===== config.mk =====
export PLATFORM = sky130hd
export DESIGN_NAME = pwm_capture
export DESIGN_NICKNAME = d
export VERILOG_FILES = /design/src/rtl/pwm_pkg.sv /design/src/rtl/pwm_sync_filter.sv /design/src/rtl/pwm_capture.sv
export SDC_FILE = /design/constraint.sdc
export NUM_CORES = 1
export LEC_CHECK = 0
export BUFFER_PORTS_ARGS = -buffer_cell sky130_fd_sc_hd__buf_4
export CAP_MARGIN = 25
export CORE_MARGIN = 8
export CORE_UTILIZATION = 55
export DETAILED_ROUTE_END_ITERATION = 12
export HOLD_SLACK_MARGIN = 0.06
export PLACE_DENSITY = 0.83
export SYNTH_ARGS = -nofsm -noshare
export SYNTH_HDL_FRONTEND = slang
export SYNTH_SLANG_ARGS = --single-unit

===== constraint.sdc =====
create_clock -name clk -period 6 [get_ports clk]
set_input_delay 0.6 -clock clk [delete_from_list [all_inputs] [get_ports clk]]
set_output_delay 0.6 -clock clk [all_outputs]
set_load 0.02 [all_outputs]

===== src/rtl/pwm_pkg.sv =====
`default_nettype none
// ============================================================================
// pwm_pkg : constants and capture-FSM state type shared by PWM TX/RX ends
// Rev 1.0
// ============================================================================
package pwm_pkg;

  localparam int PWM_WIDTH  = 8;
  localparam int PWM_PERIOD = 255;

  typedef enum logic [0:0] {
    IDLE    = 1'b0,
    MEASURE = 1'b1
  } pwm_cap_state_t;

  function automatic int unsigned abs_diff(input int unsigned a, input int unsigned b);
    return (a > b) ? (a - b) : (b - a);
  endfunction

endpackage
`default_nettype wire


===== src/rtl/pwm_sync_filter.sv =====
`default_nettype none
// ============================================================================
// pwm_sync_filter : synchronizer plus glitch filter for one async input
// Rev 1.0
// ============================================================================
module pwm_sync_filter #(
  parameter int SYNC_STAGES = 2,
  parameter int GLITCH      = 2
) (
  input  logic clk,
  input  logic rst,
  input  logic din,
  output logic lvl,
  output logic rise
);

  localparam int                 c_cnt_w    = (GLITCH > 1) ? $clog2(GLITCH) : 1;
  localparam logic [c_cnt_w-1:0] c_cnt_last = c_cnt_w'(GLITCH - 1);

  logic [SYNC_STAGES-1:0] r_sync;
  logic [c_cnt_w-1:0]     r_cnt;
  logic                   r_lvl;
  logic                   r_rise;

  logic w_sync;
  logic w_diff;
  logic w_flip;

  assign w_sync = r_sync[SYNC_STAGES-1];
  assign w_diff = w_sync ^ r_lvl;
  // The level only follows once the new value has been seen GLITCH times in a row.
  assign w_flip = w_diff && (r_cnt == c_cnt_last);

  always_ff @(posedge clk or negedge rst) begin
    if (!rst) begin
      r_sync <= '0;
      r_cnt  <= '0;
      r_lvl  <= 1'b0;
      r_rise <= 1'b0;
    end else begin
      r_sync <= {r_sync[SYNC_STAGES-2:0], din};
      r_rise <= w_flip && w_sync;
      if (w_flip) begin
        r_lvl <= w_sync;
        r_cnt <= '0;
      end else if (w_diff) begin
        r_cnt <= r_cnt + c_cnt_w'(1);
      end else begin
        r_cnt <= '0;
      end
    end
  end

  assign lvl  = r_lvl;
  assign rise = r_rise;

endmodule
`default_nettype wire


===== src/rtl/pwm_capture.sv =====
`default_nettype none
// ============================================================================
// pwm_capture : measures the high time of each frame on an async PWM line
// Rev 1.0
// ============================================================================
module pwm_capture
  import pwm_pkg::*;
#(
  parameter int WIDTH       = PWM_WIDTH,
  parameter int PERIOD      = PWM_PERIOD,
  parameter int TOL         = 2,
  parameter int SYNC_STAGES = 2,
  parameter int GLITCH      = 2
) (
  input  logic             clk,
  input  logic             rst,
  input  logic             pwm_in,
  output logic [WIDTH-1:0] sample,
  output logic             sample_valid,
  input  logic             sample_ready,
  output logic             period_err,
  output logic             stuck,
  output logic             overrun,
  input  logic             overrun_clr
);

  localparam int                 c_per_w   = $clog2(2 * PERIOD + 1);
  localparam logic [c_per_w-1:0] c_per_max = c_per_w'(2 * PERIOD);
  localparam logic [WIDTH-1:0]   c_hi_max  = '1;
  localparam logic [0:0]         c_idle    = IDLE;
  localparam logic [0:0]         c_measure = MEASURE;

  logic               w_lvl;
  logic               w_rise;

  logic [0:0]         r_state;
  logic [c_per_w-1:0] r_per_cnt;
  logic [WIDTH-1:0]   r_hi_cnt;

  logic [WIDTH-1:0]   r_sample;
  logic               r_valid;
  logic               r_err;
  logic               r_stuck;
  logic               r_ovr;

  logic               w_close;
  logic               w_timeout;
  logic               w_emit;
  logic [WIDTH-1:0]   w_emit_sample;
  logic               w_emit_err;
  logic               w_load;

  pwm_sync_filter #(
    .SYNC_STAGES (SYNC_STAGES),
    .GLITCH      (GLITCH)
  ) u_sync (
    .clk  (clk),
    .rst  (rst),
    .din  (pwm_in),
    .lvl  (w_lvl),
    .rise (w_rise)
  );

  assign w_close   = (r_state == c_measure) && w_rise;
  assign w_timeout = (r_state == c_measure) && !w_rise && (r_per_cnt == c_per_max);
  assign w_emit    = w_close || w_timeout;

  // A timeout reports the line as fully low or fully high for the whole window.
  assign w_emit_sample = w_timeout ? (w_lvl ? c_hi_max : '0) : r_hi_cnt;
  assign w_emit_err    = w_timeout ||
                         (abs_diff(32'(r_per_cnt), 32'(PERIOD)) > 32'(TOL));

  // A slot is free when empty or being drained in this very cycle.
  assign w_load = w_emit && (!r_valid || sample_ready);

  always_ff @(posedge clk or negedge rst) begin
    if (!rst) begin
      r_state   <= c_idle;
      r_per_cnt <= '0;
      r_hi_cnt  <= '0;
    end else begin
      case (r_state)
        c_idle: begin
          if (w_rise) begin
            r_state   <= c_measure;
            r_per_cnt <= c_per_w'(1);
            r_hi_cnt  <= WIDTH'(1);
          end
        end
        c_measure: begin
          if (w_rise) begin
            r_per_cnt <= c_per_w'(1);
            r_hi_cnt  <= WIDTH'(1);
          end else if (w_timeout) begin
            r_state   <= c_idle;
            r_per_cnt <= '0;
            r_hi_cnt  <= '0;
          end else begin
            r_per_cnt <= r_per_cnt + c_per_w'(1);
            if (w_lvl && (r_hi_cnt != c_hi_max)) begin
              r_hi_cnt <= r_hi_cnt + WIDTH'(1);
            end
          end
        end
        default: begin
          r_state <= c_idle;
        end
      endcase
    end
  end

  always_ff @(posedge clk or negedge rst) begin
    if (!rst) begin
      r_sample <= '0;
      r_valid  <= 1'b0;
      r_err    <= 1'b0;
      r_stuck  <= 1'b0;
      r_ovr    <= 1'b0;
    end else begin
      if (w_load) begin
        r_sample <= w_emit_sample;
        r_err    <= w_emit_err;
        r_stuck  <= w_timeout;
        r_valid  <= 1'b1;
      end else if (r_valid && sample_ready) begin
        r_valid  <= 1'b0;
      end

      if (w_emit && r_valid && !sample_ready) begin
        r_ovr <= 1'b1;
      end else if (overrun_clr) begin
        r_ovr <= 1'b0;
      end
    end
  end

  assign sample       = r_sample;
  assign sample_valid = r_valid;
  assign period_err   = r_err;
  assign stuck        = r_stuck;
  assign overrun      = r_ovr;

endmodule
`default_nettype wire


==> flow_summary.toml <==
[outcome]
outcome = "finished, final reports clean"

[power_and_ir_drop]
p_int_uw = 502
ir_drop_mv = 0.195
switching_power_uw = 346
p_per_area_mw_per_mm2 = 405
clockPowerShare = 0.144
p_comb_frac = 0.385
power.leakage_uw = 0.000865
swShare = 0.408
seqPwrFrac = 0.471

[timing]
rsz0062_at_grt = "no"
worst_pin_slew_ns = 0.784
clock_skew_ns = 0.00922
relSlewSlack = 0.477
period_share = 0.421
max_clock_freq_mhz = 395
setup_violations = 0
final_hold_viol_count = 0
slew_violations = 0
tns_ns = 0
fin_crit_ns = 2.53

[drt]
drc = 0
routed_via_density = 5.79
drt_iter0_drc = 206
wirelength_mm = 3.81
wire_per_inst_um = 14.5
num_vias = 1523
first_pass_iters = 5
antenna_left = 0

[flow_run]
timing.max_cap.violations = 0

[clock_tree]
hold_buffers = 0
post_cts_resized = 0
clk_latency_ns = 0.33
clk_path_buf_depth = 2
cts_inserted_buffers = 5
cts_tree = "yes"
clkTransAtPathRegs_ns = 0.10
cts_sinks = 35
root_buffer = "clkbuf_4"
post_cts_buffers = 0
cts_max_level = 2

[die]
die_w_um = 75.3
ios = 17
die-area_mm2 = 0.00566
start_util = 0.574
rows = 21
core_area_mm2 = 0.00336
fp.dieH_um = 75.3

[cells_and_area]
fin_util = 0.623
layout.nets = 226
drive_gt1_frac = 0.171
multi_input_area_um2 = 940
syn_to_final_growth_pct = 8.48
insertedDiodeCount = 0
fillers = 303
regArea_um2 = 876

[setup_path]
critical_path_required_ns = 6.19
cpPeakStageDelay_ns = 0.46
crit_type = "flop to flop"
worstSetupStartpointType = "flop"
cp_cell_sequence = "ha_1 -> nand3_1 -> nor3_1 -> ha_1 -> nor3_1 -> nand4_1 -> nor4_1 -> a311oi_1"
path_buf_inv = 0
critPathSlowestCell = "dfrtp_1"
critical_path.endpoint_type = "flop"
cp.arrival_ns = 2.72
worstPathMaxFanout = 7
crit_family = "simple AND/OR/NAND/NOR gates"

[synthesis]
synth_nets = 214
ys.flop_type = "dfrtp_1"
synth.avg_cell_area_um2 = 9.47
synth-edff-count = 0
yosys-top-cells-area = "dfrtp_1, mux2i_1, nor2_1, a21oi_2, nand2_1"
yosys.cell_types.count = 49
yosysTopAreaCell = "dfrtp_1"
synth-seq-cells = 35
yosys_warnings = 0
synthesis.area_mm2 = 0.00193
ys_seq_area_frac = 0.453
async_reset_ff_frac = 1.00
synth_top_area_frac = 0.453
syn-instance-count = 204

[grt]
grt_max_degree = 36
grt_pass1_vias = 1457
grt_pass1_wl_mm = 6.61
antenna_found_initial = 0
globalRouteTotalUtil = 0.151
grt-ovfl-total = 0

[place]
gp_congestion = 0.935
port_buffers = 16
hpwlAfterDp_mm = 2.54

[min_path]
min_path_type = "input port to async pin"
## flip-flops by register name, summed over array words and instances, names as in the netlist
name and cells:
r_per_cnt 9, r_hi_cnt 8, sample 8, u_sync.r_sync 2, overrun 1, period_err 1, r_state 1, sample_valid 1
stuck 1, u_sync.lvl 1, u_sync.r_cnt 1, u_sync.rise 1
## Yosys cell counts, types with 2 or more instances
master,instances
nand2b_1,2
inv_1,12
a31oi_1,2
a21oi_1,11
a211oi_1,2
nor3b_1,2
nand2_1,18
mux2i_1,10
dfrtp_1,35
buf_2,2
clkbuf_1,5
ha_1,5
buf_6,3
or3_1,2
nand3_1,6
o21ai_0,12
a2111oi_0,2
nor2_1,22
nor3_1,7
nand4_1,6
a21oi_2,8
xnor2_1,3
## logic make-up (layout without fill, tap and decap cells)
group | count (synthesis) | count (layout) | synth area share
simple gates | 76 | 76 | 0.201
flops | 35 | 35 | 0.453
xor+xnor | 4 | 4 | 0.0181
buf+inv | 24 | 37 | 0.0602
compound gates | 50 | 50 | 0.183
mux | 10 | 10 | 0.0518
fa+ha+maj | 5 | 5 | 0.0324
## per-stage QoR
step	hold slack, ns	setup WS [ns]	area [µm²]	total power, µW	cells
after CTS	0.210	3.48	2100	855	263
after floorplan	0.304	3.82	1930	633	204
after detailed placement	0.338	3.57	2050	733	255
after global placement	0.334	3.69	2050	726	255
after global routing	0.225	3.19	2100	917	263
final	0.203	3.47	2100	849	263
## cell type report
| type | instances | area share |
|---|---|---|
| sequential | 35 | 0.418 |
| clock inverter | 1 | 0.00239 |
| multi-input combinational | 145 | 0.448 |
| inverter | 12 | 0.0215 |
| tap | 46 | 0.0275 |
| timing repair buffer | 17 | 0.0609 |
| clock buffer | 7 | 0.0215 |
## cells in the final DEF (no fill, tap or decap), types with 2 or more instances in the layout
master and n:
nor2_1 22, nand3_1 6, buf_4 17, ha_1 5
a21oi_1 11, inv_1 12, clkbuf_4 5, xnor2_1 3
a31oi_1 2, clkbuf_1 2, o21ai_0 12, a21oi_2 8
mux2i_1 10, dfrtp_1 35, nand2_1 18, a211oi_1 2
nor3_1 7, nor3b_1 2, or3_1 2, nand4_1 6
a2111oi_0 2, nand2b_1 2
## power groups by stage
stage / Clock, µW / Combinational (µW) / Sequential [µW]
after CTS: 126 / 331 / 399
after detailed placement: 0 / 330 / 404
after global placement: 0 / 326 / 400
after global routing: 134 / 368 / 415
final: 122 / 327 / 400
after floorplan: 0 / 223 / 410
## metal layers
| layer | track usage | vias up | share of wire |
|---|---|---|---|
| met2 | 0.223 | 61 | 0.46 |
| met1 | 0.196 | 699 | 0.44 |
| met5 | 0 | - | 0 |
| met3 | 0.0306 | 9 | 0.078 |
| met4 | 0.0959 | 0 | 0.023 |
| li1 | - | 754 | - |
## path summary, 6_finish.rpt
path                                                 start                    endpoint  slack (ns)  cells after the start
worst max register to register    r_per_cnt[1]$_DFFE_PN0P_      period_err$_DFFE_PN0P_        3.47                      8
min in group clk                u_sync.r_sync[0]$_DFF_PN0_  u_sync.r_sync[1]$_DFF_PN0_        0.36                      0
worst min register to register  u_sync.r_sync[0]$_DFF_PN0_  u_sync.r_sync[1]$_DFF_PN0_        0.36                      0
worst min-delay path                                   rst           stuck$_DFFE_PN0P_        0.20                      1
worst max-delay path              r_per_cnt[1]$_DFFE_PN0P_      period_err$_DFFE_PN0P_        3.47                      8
max in group asynchronous                              rst      u_sync.lvl$_DFFE_PN0P_        5.48                      1
Note: power is estimated with default switching activity, not from simulation.
